`src/rtl/code25_pkg.sv`:
```
// rtl/code25_pkg.sv - 2-of-5 code table, idle word and link FSM state encoding
package code25_pkg;

   // Word driven on E1..E5 when no digit is being shown
   localparam logic [4:0] CODE25_IDLE = 5'b00000;

   // E1..E5 per digit, weights 7-4-2-1-0; each word carries exactly two ones
   localparam logic [4:0] CODE25_TABLE [0:9] = '{
      5'b11000, 5'b00011, 5'b00101, 5'b00110, 5'b01001,
      5'b01010, 5'b01100, 5'b10001, 5'b10010, 5'b10100
   };

   typedef enum logic [1:0] {
      IDLE = 2'd0,
      HOLD = 2'd1,
      GAP  = 2'd2
   } code25_state_e;

   function automatic logic code25_digit_ok(input logic [3:0] digit);
      return digit <= 4'd9;
   endfunction

endpackage

```
`src/rtl/code25_lut.sv`:
```
// rtl/code25_lut.sv - combinational BCD digit to 2-of-5 word lookup
module code25_lut
   import code25_pkg::*;
(
   input  logic [3:0] digit,
   output logic [4:0] word,
   output logic       invalid
);

   // Out-of-range digits map to the idle word and raise invalid
   always_comb begin
      invalid = !code25_digit_ok(digit);
      word    = CODE25_IDLE;
      if (!invalid) begin
         word = CODE25_TABLE[digit];
      end
   end

endmodule

```
`src/rtl/code25_tx_encoder.sv`:
```
// rtl/code25_tx_encoder.sv - 2-of-5 link transmitter; optional CODE25_TX_AUTOSCAN_EN adds scan_i digit scanner
module code25_tx_encoder
   import code25_pkg::*;
#(
   parameter int HOLD_CYCLES = 4,
   parameter int GAP_CYCLES  = 1
) (
   input  logic       clk,
   input  logic       rst,
   input  logic [3:0] digit_i,
   input  logic       valid_i,
`ifdef CODE25_TX_AUTOSCAN_EN
   input  logic       scan_i,
`endif
   output logic       ready_o,
   output logic       E1,
   output logic       E2,
   output logic       E3,
   output logic       E4,
   output logic       E5,
   output logic       word_v_o,
   output logic       err_o
);

   localparam int MAX_CYCLES = (HOLD_CYCLES > GAP_CYCLES) ? HOLD_CYCLES : GAP_CYCLES;
   localparam int CW         = $clog2(MAX_CYCLES + 1);
   localparam logic [CW-1:0] HOLD_LAST = CW'(HOLD_CYCLES - 1);
   localparam logic [CW-1:0] GAP_LAST  = (GAP_CYCLES > 0) ? CW'(GAP_CYCLES - 1) : '0;

   code25_state_e  state_q, state_d;
   logic [CW-1:0]  cnt_q, cnt_d;
   logic [4:0]     word_q, word_d;
   logic           err_q, err_d;
   logic           load;
   logic [3:0]     sel_digit;
   logic [4:0]     lut_word;
   logic           lut_invalid;

   assign ready_o = (state_q == IDLE) && !rst;

`ifdef CODE25_TX_AUTOSCAN_EN
   logic [3:0] scan_q, scan_d;

   // A handshake digit always wins; the scan counter only advances when it is the one sent
   always_comb begin
      load      = ready_o && (valid_i || scan_i);
      sel_digit = valid_i ? digit_i : scan_q;
      scan_d    = scan_q;
      if (ready_o && !valid_i && scan_i) begin
         scan_d = (scan_q == 4'd9) ? 4'd0 : scan_q + 4'd1;
      end
   end

   // Scan digit counter register
   always_ff @(posedge clk) begin
      if (rst) begin
         scan_q <= 4'd0;
      end else begin
         scan_q <= scan_d;
      end
   end
`else
   assign load      = valid_i && ready_o;
   assign sel_digit = digit_i;
`endif

   code25_lut u_lut (
      .digit   (sel_digit),
      .word    (lut_word),
      .invalid (lut_invalid)
   );

   // Next-state logic: accept in IDLE, dwell in HOLD, blank in GAP
   always_comb begin
      state_d = state_q;
      cnt_d   = cnt_q + CW'(1);
      word_d  = word_q;
      err_d   = 1'b0;
      case (state_q)
         IDLE: begin
            cnt_d = '0;
            if (load) begin
               if (lut_invalid) begin
                  err_d = 1'b1;
               end else begin
                  state_d = HOLD;
                  word_d  = lut_word;
               end
            end
         end
         HOLD: begin
            if (cnt_q == HOLD_LAST) begin
               cnt_d   = '0;
               word_d  = CODE25_IDLE;
               state_d = (GAP_CYCLES == 0) ? IDLE : GAP;
            end
         end
         GAP: begin
            if (cnt_q == GAP_LAST) begin
               cnt_d   = '0;
               state_d = IDLE;
            end
         end
         default: begin
            cnt_d   = '0;
            word_d  = CODE25_IDLE;
            state_d = IDLE;
         end
      endcase
   end

   // State, dwell counter and registered output word
   always_ff @(posedge clk) begin
      if (rst) begin
         state_q <= IDLE;
         cnt_q   <= '0;
         word_q  <= CODE25_IDLE;
         err_q   <= 1'b0;
      end else begin
         state_q <= state_d;
         cnt_q   <= cnt_d;
         word_q  <= word_d;
         err_q   <= err_d;
      end
   end

   assign {E1, E2, E3, E4, E5} = word_q;
   assign word_v_o = (state_q == HOLD);
   assign err_o    = err_q;

endmodule
```
`config.mk`:
```
export PLATFORM = sky130hd
export DESIGN_NAME = code25_tx_encoder
export DESIGN_NICKNAME = d
export VERILOG_FILES = /design/src/rtl/code25_pkg.sv /design/src/rtl/code25_lut.sv /design/src/rtl/code25_tx_encoder.sv
export SDC_FILE = /design/constraint.sdc
export NUM_CORES = 1
export LEC_CHECK = 0
export ABC_CLOCK_PERIOD_IN_PS = 2470
export CORE_UTILIZATION = 25
export CTS_CLUSTER_SIZE = 14
export DETAILED_ROUTE_END_ITERATION = 8
export SLEW_MARGIN = 20
export SYNTH_ARGS = -nofsm -noshare
export SYNTH_HDL_FRONTEND = slang
export SYNTH_SLANG_ARGS = --single-unit
export TNS_END_PERCENT = 50
```
`constraint.sdc`:
```
create_clock -name clk -period 2.47 [get_ports clk]
set_input_delay 0.494 -clock clk [delete_from_list [all_inputs] [get_ports clk]]
set_output_delay 0.494 -clock clk [all_outputs]
set_load 0.02 [all_outputs]
```
## Yosys cells after proc, flatten, opt, wreduce, memory -nomap -nowiden

Memory sizes are Yosys's and may differ from the RTL's.
Index checks and enable logic that the tools add are counted.

- Bitwise operators: 4
- Reduce and logical (&&, ||, !) cells: 8
- Mux-type cells: 15
- Order comparisons: 2
- Equal/unequal tests: 7
- Add/sub/neg operators: 1

Operators with widths:

| cell | number |
|---|---|
| two-way mux 5 bit | 5 |
| case mux 5 bit (3 select lines) | 1 |
| two-way mux 2 bit | 4 |
| AND reduction 4 bit | 2 |
| two-way mux 3 bit | 2 |
| case mux 2 bit (3 select lines) | 1 |
| case mux 3 bit (2 select lines) | 1 |
| greater-or-equal comparator 5 bit (second input constant) | 1 |
| NOT 4 -> 5 bit | 1 |
| <= comparator 4 bit (second input constant) | 1 |
| inequality test 2 x 1 -> 1 bit (second input constant) | 2 |
| inequality test 2 bit (second input constant) | 2 |
| adder 3 x 1 -> 3 bit (second input constant) | 1 |
| equality test 3 x 2 -> 1 bit (second input constant) | 1 |
| logical NOT 3 bit | 1 |
| NOT 1 bit | 3 |
| OR reduction 3 bit | 1 |
| equality test 2 x 1 -> 1 bit (second input constant) | 1 |
| equality test 2 bit (second input constant) | 1 |
| logical AND 1 bit | 2 |
| logical NOT 2 bit | 1 |
| logical NOT 1 bit | 1 |
| two-way mux 1 bit | 1 |

- Bits in registers: 11
- Logic and storage cells: 42
- Memories: 1
- Memory bits (read-only): 80

Memories:

| name | depth | bits a word | read ports | clocked after Yosys merged registers in | write ports | line | text |
|---|---|---|---|---|---|---|---|
| (no name shown) | 16 | 5 | 1 | 0 | 0 | code25_lut.sv:15 | `word = CODE25_TABLE[digit];` |

## Logic depth before layout (Yosys ltp)

- Word-level depth: 7
- Gate-level depth with buffers: 7

## Cells and area by module

A second synthesis with hierarchy kept.

- Cell total of the unflattened synthesis: 90
- Area, all modules: 823.3 um^2

By module, submodules not included:

| module | cells each | instances | area each (um^2) |
|---|---|---|---|
| code25_tx_encoder | 63 | 1 | 606.8 |
| code25_lut | 27 | 1 | 216.5 |

## Worst setup path before layout

Ideal clock, no wire load.

- Path kind: input to register
- From: input port digit_i[0]
- To: register word_q[1]
- Arrival: 1.888 ns
- Library setup time: 0.070 ns
- Path slack: 0.512 ns
- Cell stages on the path: 7
- Cell sequence: inv_1 ha_1 o21bai_1 a221o_1 buf_6 or4b_1 a21oi_1

- Longest elaborated chain between the ends: 7
- Elaborated cells on any way between the ends: 10

Ends and longest elaborated chain:

| element | line | text |
|---|---|---|
| start, declared | code25_tx_encoder.sv:10 | `input logic [3:0] digit_i,` |
| NOT 4 -> 5 bit (implied by the code) | code25_lut.sv:15 |  |
| memory (16 x 5 bit) | -- |  |
| two-way mux 5 bit (implied by the code) (2 in a row) | code25_lut.sv:15 |  |
| two-way mux 5 bit | code25_tx_encoder.sv:83 | `if (lut_invalid) begin` |
| two-way mux 5 bit | code25_tx_encoder.sv:82 | `if (load) begin` |
| case mux 5 bit (3 select lines) | code25_tx_encoder.sv:79 | `case (state_q)` |
| end signal, assigned | code25_tx_encoder.sv:122 | `word_q <= word_d;` |
| end, declared | code25_tx_encoder.sv:32 | `logic [4:0] word_q, word_d;` |

Several ways; a longest one is shown, not always the timed one. The select of a mux whose other input is x is not followed.
A chain may end at the register's enable or synchronous reset.

## Worst setup path in the final report

- From: register state_q[1]
- To: output port ready_o

- Longest elaborated chain between the ends: 2

Ends and longest elaborated chain:

| element | line | text |
|---|---|---|
| start, declared | code25_tx_encoder.sv:30 | `code25_state_e state_q, state_d;` |
| start signal, assigned | code25_tx_encoder.sv:120 | `state_q <= state_d;` |
| logical NOT 2 bit | code25_tx_encoder.sv:39 | `assign ready_o = (state_q == IDLE) && !rst;` |
| logical AND 1 bit | code25_tx_encoder.sv:39 |  |
| end, declared | code25_tx_encoder.sv:15 | `output logic ready_o,` |

No other way between the ends.

==> impl_metrics.py <==
metrics = {
    "logic_synthesis": {
        "ys_ff_latch": 11,
        "yosys-top-cells-area": "dfxtp_1, ha_1, nand2b_1",
        "synthArstFlopShare_pct": 0,
        "avgSynthCellArea_um2": 9.101,
        "synth_commonest_cells": "ha_1, dfxtp_1, inv_1",
        "syn_inst": 84,
        "synth_seq_area_share_pct": 28.81,
        "synth_top_area_share_pct": 28.81,
        "syn_area_um2": 764.5,
        "synth_top_area_cell": "dfxtp_1",
        "ys_types": 29,
        "synthFlopType": "dfxtp_1",
        "synth-edff-count": 0,
        "yosysWarnings": 0,
        "synth_nets": 104,
        "synth.most_common_cell": "ha_1",
    },
    "layout": {
        "nets": 127,
        "drive_gt1_share_pct": 12.26,
        "diodes": 0,
        "multi_input_area_um2": 480.5,
        "ff_latch_area_um2": 220.2,
        "syn_to_final_growth_pct": 30.77,
        "nFillCells": 286,
    },
    "die": {
        "dieArea_mm2": 0.003283,
        "initial_core_util_pct": 27.02,
        "die_y_um": 57.30,
        "chipWidth_um": 57.30,
        "ios": 15,
        "core_area_mm2": 0.002829,
        "rows": 19,
    },
    "worst_hold_path": {
        "whs_endpoint": "cnt_q[0]",
        "hp-start": "cnt_q[0]",
        "hold_class": "flop to flop",
        "whs_path_depth": 1,
    },
    "worst_setup_path": {
        "crit_chain": "inv_1, ha_1, nor2b_1, clkdlybuf4s50_1",
        "start_kind": "flop",
        "r2r-end": "word_q[0]",
        "path_max_fanout": 7,
        "critPathKind": "flop to output pin",
        "required_ns": 1.98,
        "critical-path-top-delay-family": "buffers and inverters",
        "reg2reg_from": "state_q[0]",
        "critPathBufInv": 2,
        "cp_slowest_cell": "clkdlybuf4s50_1",
        "cp.depth": 4,
        "cp.arrival_ns": 1.79,
        "critPathMaxStageDelay_ns": 0.62,
        "cp-end-kind": "output pin",
        "rrSetupSlack_ns": 0.40,
        "rr_worst_depth": 6,
    },
    "clock_network": {
        "cts_buffers": 3,
        "path_clk_slew_ns": 0.07,
        "postCtsSetupBuffers": 0,
        "clock-sinks": 11,
        "cts_resized": 0,
        "cts_buffer_depth": 2,
        "clock_latency_ns": 0.26,
        "hold_buffers": 0,
        "cts_root_buffer": "clkbuf_4",
        "htree_levels": 1,
        "cts_tree": "yes",
    },
    "global_routing": {
        "grt_pass1_wl_um": 2559,
        "grt_start_max_net_pins": 13,
        "antenna_found_initial": 0,
        "grt_overflow": 0,
        "grt_pass1_vias": 622,
        "grtUsageTotal_pct": 9.972,
    },
    "pwr": {
        "peakVddDrop_uv": 172.0,
        "power_density_mw_per_mm2": 720.6,
        "p_leak_uw": 0.0004004,
    },
    "flow_run": {
        "drv_cap": 0,
    },
    "routing": {
        "dr.pass1.iters": 6,
        "num_vias": 648,
        "drtAntennaViolNets": 0,
        "drc": 4,
        "routed_via_density": 4.730,
        "drt_iter0_drc": 19,
        "wl_per_cell_um": 10.53,
        "wl_um": 1442,
    },
    "timing": {
        "max_freq_mhz": 436.9,
        "fin_ws_ns": 0.1813,
        "hold_viol_final": 0,
        "worst_slew_margin_rel_pct": 69.60,
        "worst_slew_pin_slew_ns": 0.4512,
        "post-route-min-period_ns": 2.289,
        "skew_ns": 0.0007004,
        "finalCritPeriodShare_pct": 92.66,
        "whs_ns": 0.4708,
        "final-setup-viol-count": 0,
        "drv_slew": 0,
        "rsz0062_at_grt": "false",
    },
    "place": {
        "port_buffers": 14,
        "dp_hpwl_um": 1193,
        "preCtsSetupSlack_ns": -0.02345,
        "place.gp.congestion": 0.7584,
    },
    "run_status": {
        "violations": "design-rule violations",
        "outcome": "finished, violations left",
    },
}
[worst max-delay path by stage]
stage                    start   endpoint  slack [ns]
floorplan           digit_i[0]  word_q[1]        0.51
global placement    digit_i[0]  word_q[0]        0.05
detailed placement  digit_i[0]  word_q[1]       -0.02
CTS                 state_q[0]    ready_o        0.15
global route        state_q[0]    ready_o        0.05
finish              state_q[1]    ready_o        0.18
[stage by stage]
step,instances,power (µW),utilization [%],TNS [ns],area (µm²)
2_1_floorplan,84,473.4,-,0,764.5
3_3_place_gp,133,600.1,34.41,0,973.4
3_5_place_dp,133,605.2,34.41,-0.04297,973.4
4_1_cts,137,732.6,35.34,0,999.7
5_1_grt,137,783.3,35.34,0,999.7
6_report,137,720.4,35.34,0,999.7
[state kept, by name (all words and copies together), names as in the netlist]
| signal | cells |
|---|---|
| word_q | 5 |
| err_o | 1 |
| state_q | 2 |
| cnt_q | 3 |
[routing by layer]
metal  GRT usage [%]  part of all wire (%)  wire (µm)
met5               0                     0          0
met4           5.226                   1.0         15
met3           1.361                   2.1         30
met2           17.82                    50        725
met1           11.53                    46        670
[cell type report]
| type | count | area share, % |
|---|---|---|
| Inverter | 9 | 3.379 |
| Sequential cell | 11 | 22.03 |
| Timing Repair Buffer | 22 | 20.03 |
| Multi-Input combinational cell | 60 | 48.06 |
| Clock buffer | 4 | 2.628 |
| Tap cell | 31 | 3.880 |
[cell families (layout without fill, tap and decap cells)]
group	Yosys count	count (layout)	share of synthesized area (%)
AO/OA/AOI/OAI	20	20	16.20
buffers and inverters	13	35	8.347
AND/OR/NAND/NOR	23	23	19.97
multiplexers	3	3	4.255
XOR/XNOR	1	1	1.146
adder cells (fa/ha/maj)	13	13	21.28
flip-flops	11	11	28.81
[report_power, final]
| part | total, µW | switching (µW) | internal, µW |
|---|---|---|---|
| logic | 371 | 189 | 182 |
| registers | 226 | 16.5 | 209 |
| clock network | 123 | 60.8 | 62.4 |
[layout by cell type (no fill, tap or decap), drive strengths merged, types with 2 or more instances in the layout]
master	instances
nand2b	7
o21ai	8
clkbuf	4
dfxtp	11
clkdlybuf4s50	14
mux2	2
nor2b	3
or3	2
a21oi	5
or4	2
nor2	2
buf	8
inv	9
ha	13
(Power assumes the default switching activity.)
